**config.mk**
```make
export PLATFORM = sky130hd
export DESIGN_NAME = quick_uart_tx
export DESIGN_NICKNAME = d
export VERILOG_FILES = /design/src/rtl/quick_uart_tx.sv
export SDC_FILE = /design/constraint.sdc
export NUM_CORES = 1
export LEC_CHECK = 0
export ABC_AREA = 0
export CORE_MARGIN = 2
export CORE_UTILIZATION = 34
export DETAILED_ROUTE_END_ITERATION = 16
export HOLD_SLACK_MARGIN = 0.02
export SETUP_SLACK_MARGIN = 0.15
export SLEW_MARGIN = 20
export SYNTH_ARGS = -nofsm -noshare
export SYNTH_HDL_FRONTEND = slang
export SYNTH_SLANG_ARGS = --single-unit
```
**constraint.sdc**
```tcl
create_clock -name clk_i -period 4.95 [get_ports clk_i]
set_input_delay 0.99 -clock clk_i [delete_from_list [all_inputs] [get_ports clk_i]]
set_output_delay 0.99 -clock clk_i [all_outputs]
set_load 0.01 [all_outputs]
```
**src/rtl/quick_uart_tx.sv**
```systemverilog
// UART transmitter: valid/ready words in, LSB-first framed serial line out.
// A one-entry holding register queues the next word so frames run back to back.
module quick_uart_tx #(
   parameter int   CLK_FREQ   = 100000000,
   parameter int   BAUD       = 115200,
   parameter int   DIV        = CLK_FREQ / BAUD,
   parameter logic IDLE_VALUE = 1'b1,
   parameter int   START_BITS = 1,
   parameter int   DATA_BITS  = 8,
   parameter int   STOP_BITS  = 1
) (
   input  logic                 clk_i,
   input  logic                 rst_i,
   input  logic                 valid_i,
   output logic                 ready_o,
   input  logic [DATA_BITS-1:0] data_i,
   output logic                 busy_o,
   output logic                 tx_o
);
   localparam int TOTAL_BITS = START_BITS + DATA_BITS + STOP_BITS;
   localparam int TW = $clog2(DIV) + 1;
   localparam int CW = $clog2(TOTAL_BITS) + 1;
   localparam logic [TW-1:0] TIMER_LAST = TW'(DIV - 1);
   localparam logic [CW-1:0] CNT_LAST   = CW'(TOTAL_BITS - 1);

   typedef enum logic [1:0] {
      S_IDLE    = 2'd0,
      S_SENDING = 2'd1
   } state_t;

   state_t                 state_q, state_d;
   logic [DATA_BITS-1:0]   hold_q, hold_d;
   logic                   hold_full_q, hold_full_d;
   logic [TOTAL_BITS-1:0]  shift_q, shift_d;
   logic [TW-1:0]          timer_q, timer_d;
   logic [CW-1:0]          cnt_q, cnt_d;
   logic                   tx_q, tx_d;
   logic                   load;
   logic [TOTAL_BITS-1:0]  frame_w;

   // Bit 0 of the frame is the first start bit; the shifter moves toward bit 0.
   assign frame_w = {{STOP_BITS{IDLE_VALUE}}, hold_q, {START_BITS{~IDLE_VALUE}}};

   assign ready_o = !hold_full_q && !rst_i;
   assign busy_o  = (state_q == S_SENDING) || hold_full_q;
   assign tx_o    = tx_q;

   always_comb begin
      state_d     = state_q;
      hold_d      = hold_q;
      hold_full_d = hold_full_q;
      shift_d     = shift_q;
      timer_d     = timer_q;
      cnt_d       = cnt_q;
      tx_d        = tx_q;
      load        = 1'b0;

      if (valid_i && ready_o) begin
         hold_d      = data_i;
         hold_full_d = 1'b1;
      end

      case (state_q)
         S_IDLE: begin
            tx_d = IDLE_VALUE;
            if (hold_full_q) load = 1'b1;
         end
         S_SENDING: begin
            if (timer_q != '0) begin
               timer_d = timer_q - TW'(1);
            end else if (cnt_q != '0) begin
               shift_d = {IDLE_VALUE, shift_q[TOTAL_BITS-1:1]};
               tx_d    = shift_q[1];
               cnt_d   = cnt_q - CW'(1);
               timer_d = TIMER_LAST;
            end else if (hold_full_q) begin
               load = 1'b1;
            end else begin
               state_d = S_IDLE;
               tx_d    = IDLE_VALUE;
            end
         end
         default: begin
            state_d = S_IDLE;
            tx_d    = IDLE_VALUE;
         end
      endcase

      // Never coincides with acceptance: ready_o is low while hold_full_q is set.
      if (load) begin
         shift_d     = frame_w;
         tx_d        = frame_w[0];
         timer_d     = TIMER_LAST;
         cnt_d       = CNT_LAST;
         hold_full_d = 1'b0;
         state_d     = S_SENDING;
      end
   end

   always_ff @(posedge clk_i or posedge rst_i) begin
      if (rst_i) begin
         state_q     <= S_IDLE;
         hold_q      <= '0;
         hold_full_q <= 1'b0;
         shift_q     <= '0;
         timer_q     <= '0;
         cnt_q       <= '0;
         tx_q        <= IDLE_VALUE;
      end else begin
         state_q     <= state_d;
         hold_q      <= hold_d;
         hold_full_q <= hold_full_d;
         shift_q     <= shift_d;
         timer_q     <= timer_d;
         cnt_q       <= cnt_d;
         tx_q        <= tx_d;
      end
   end
endmodule
```
Yosys cells after proc, flatten, opt, wreduce, memory -nomap -nowiden
Cells that the tools add are included.

Bits in registers: 38. Word-level logic and storage cells: 60.

Add/sub/neg operators: 2. Equality and inequality tests: 7. Multiplexer cells: 28. Reduce and logical (&&, ||, !) cells: 16.

Operator list (number): 11-bit 2-to-1 mux (4); 10-bit 2-to-1 mux (4); 5-bit 2-to-1 mux (4); 11-bit nonzero test (1); 11-bit by 1-bit subtractor with 11-bit output (second input constant) (1); 1-bit 2-to-1 mux (10); 3-bit inequality test (second input constant) (3); 2-bit 2-to-1 mux (4); 2-bit nonzero test (3); 5-bit nonzero test (1); 5-bit by 1-bit subtractor with 5-bit output (second input constant) (1); 2-bit inequality test (second input constant) (2); 4-bit by 3-bit inequality test with 1-bit output (second input constant) (1); 2-bit case mux with 2 select lines (1); 2-bit AND reduction (2); 4-bit AND reduction (1); 3-bit AND reduction (1); 3-bit nonzero test (1); 2-bit by 1-bit == test with 1-bit output (second input constant) (1); 1-bit logical AND (2); 1-bit logical NOT (2); 2-bit logical NOT (1); 1-bit case mux with 2 select lines (1); 1-bit logical OR (1).

Depth between registers and ports, before layout
Depth after elaboration: 6. Gate-level depth with buffers: 8. Gate-level depth less buffers: 7.

Least setup slack after synthesis
Ideal clock, no wire load.

Path kind: input -> output. From: input port rst_i. To: output port ready_o. Arrival: 1.166 ns. Path slack: 2.794 ns. Stages on the path: 1. Path through: nor2_1.

Cells in the longest elaborated chain, start to end: 2.

RTL lines: start: declaration (line 13) `input logic rst_i,`; 1-bit logical NOT (no source line); 1-bit logical AND (line 44) `assign ready_o = !hold_full_q && !rst_i;`; end: declaration (line 15) `output logic ready_o,`.

Every way passes these cells.

Worst setup path after layout
Same ends and word-level chain as after synthesis.

==> results.md <==
* Hold Crit Class: flip-flop to flip-flop
* P_leak at 0.813 nW
* Worst setup SP type: primary input
* Largest delay share family, worst path: buffers and inverters
* Crit-path cells: clkdlybuf4s50_1 -> nor2_1 -> clkdlybuf4s50_1
* Die X at 78.1 um
* Syn_nets at 177
* Final Core Density at 0.417
* Setup tns final at 0 ns
* Kind of end point of the critical path: output pin
* Final wirelength at 3.80 mm
* CORE AREA at 5200 um2
* DP Worst Slack at 1.89 ns
* Avg Inst Size Synth at 11.4 um2
* Final min period at 3.06 ns
* Weighted congestion at the end of routability-driven global placement at 0.808
* Slew headroom at 0.339
* Simple logic cell fraction of the synthesized area at 0.218
* Clk sink count at 36
* Drc violations at 0
* Worst EP arrival at 2.07 ns
* Fin nets at 192
* Routed wire per std cell at 15.3 um
* Combinational family with the most area after synthesis: simple AND/OR/NAND/NOR gates
* Required time of the critical path at 3.96 ns
* IO Count at 14
* RSZ-0062 raised after global routing: false
* Area share of fa/ha/maj cells after synthesis at 0.0201
* Setup-failing EPs final at 0
* N_diodes at 0
* Ratio of cells with drive above 1 in the final layout at 0.229
* Most frequent cells in the layout: dfrtp_1, clkdlybuf4s50_1, mux2_2
* Die Span Y at 78.1 um
* Grt total ovfl at 0
* Fmax at 0.327 GHz
* Cts-stage hold buffer count at 0
* Cts bufs inserted at 5
* FILL cells at 521
* Status: finished, final reports clean
* Post-synthesis mux area share at 0.0812
* Post-CTS sizing at 0
* Area delta synth->final at 16.4%
* CTS tree: done
* Mapped Cells at 163
* Initial core utilization at 0.358
* Fin. Hold Viols at 0
* Top cell by count, worst path: clkdlybuf4s50_1
* Syn Std Cell Area at 1860 um2
* Antenna violations before repair at 0
* ANT nets after route at 0
* Post-synth ARST share at 1.00
* CP max FO at 2
* Netlist cell types at 46
* Total of max-cap violations at 0
* Commonest non-fill, non-tap cell in the layout: dfrtp_1
* WP buf/inv at 2
* Vias per inst at 5.50
* Critical path class: primary input to output pin
* Pin count of the biggest net entering global routing at 37
* Worst-skew pair later-pin latency at 0.29 ns
* Port Buf Inserts at 13
* Worst slew pin tran at 0.979 ns
* Min setup slack post-route at 1.89 ns
* First-pass GRT wire length at 6.62 mm
* Clock buffer depth at 2
* H-tree levels at 2
* Root Driver: clkbuf_8
* Post-CTS Setup Bufs at 0
* Die ar. at 6090 um2
* Seq/Total Area, Yosys at 0.484
* Yosys reg bits at 36
* Reg clk slew, reported paths at 0.07 ns
* # rows at 26
* Vias at 1369
* EDFF count, synth at 0
* Hpwl dp at 2.66 mm
* Crit path largest cell delay at 0.55 ns
* Post-synthesis compound-gate area fraction at 0.166
* Post-Synth XOR/XNOR Area at 0
* Vias in the first global route at 1338
* DR pass1 iterations at 4
* Initial DRC Count at 88
* Crit share post-route at 0.618
* Total Routing Usage GR at 0.140
* Power Density at 508 nW/um2
* Syn. warnings at 0
* Worst-case clock skew at 0.00434 ns
* Slowest CP cell: clkdlybuf4s50_1
* Ys flop type: dfrtp_1
* Max Transition Viols Final at 0
* Peak VDD IR at 0.216 mV
## layer usage
layer / track usage / share of wire / wire length [um] / up-vias
li1: - / - / - / 650
met1: 0.183 / 0.46 / 1740 / 680
met2: 0.215 / 0.48 / 1830 / 30
met3: 0.0483 / 0.047 / 177 / 9
met4: 0.0544 / 0.014 / 53 / 0
met5: 0 / 0 / 0 / -
## cells in the mapped netlist, drive strengths merged, types with 6 or more instances
cell | instances | area share
dfrtp | 35 | 0.47
inv | 8 | 0.016
mux2 | 9 | 0.054
nand3 | 8 | 0.021
nor2 | 8 | 0.017
o21ai | 6 | 0.016
o221a | 8 | 0.048
or2 | 8 | 0.027
or4 | 6 | 0.024
## cell type report
cell class | instances | area [um2] | area share
multi-input combinational | 113 | 905 | 0.417
sequential | 36 | 902 | 0.416
timing repair buffer | 14 | 138 | 0.0634
tap | 70 | 87.6 | 0.0404
clock buffer | 6 | 72.6 | 0.0334
clock inverter | 2 | 35.0 | 0.0161
inverter | 8 | 30.0 | 0.0138
## power by group
group / internal, mW / switching (mW)
clock network: 0.149 / 0.103
registers: 0.420 / 0.121
logic: 0.173 / 0.137
## worst register-to-register path, stage by stage (launching register included)
cell and delay [ns]:
dfrtp_1 0.40, inv_1 0.09, ha_1 0.17, nor4b_2 0.51, a41oi_1 0.57, or2_2 0.47, o221a_2 0.12
## cells by family after synthesis
| logic type | after synthesis |
|---|---|
| flip-flops | 36 |
| AND/OR/NAND/NOR | 59 |
| buffers and inverters | 14 |
| adder cells (fa/ha/maj) | 3 |
| AO/OA/AOI/OAI | 37 |
| multiplexers | 14 |
## sequential cells by signal, indices dropped and copies added, names as in the netlist
signal       count
timer_q         11
shift_q          9
hold_q           8
state_q          1
hold_full_q      1
cnt_q            5
tx_o             1
## per-stage QoR
step	cell area (um2)	cells	power, mW	hold slack (ns)
after CTS	2170	249	1.12	0.476
after floorplan	1860	163	0.764	0.435
after global placement	2060	241	0.831	0.457
after global routing	2170	249	1.18	0.506
final	2170	249	1.10	0.470
after detailed placement	2060	241	0.854	0.460
## path summary, 6_finish.rpt
kind / end / slack (ns) / cells after the start / from
max: ready_o / 1.89 / 3 / rst_i
min reg2reg: shift_q[9]$_DFFE_PP0P_ / 0.47 / 1 / shift_q[9]$_DFFE_PP0P_
min: shift_q[9]$_DFFE_PP0P_ / 0.47 / 1 / shift_q[9]$_DFFE_PP0P_
max reg2reg: shift_q[7]$_DFFE_PP0P_ / 2.52 / 6 / cnt_q[0]$_DFFE_PP0P_
max in group asynchronous: tx_o$_DFFE_PP1P_ / 3.47 / 3 / rst_i
min in group asynchronous: shift_q[4]$_DFFE_PP0P_ / 1.14 / 3 / rst_i
No activity file was read; power rests on OpenSTA's default activity.
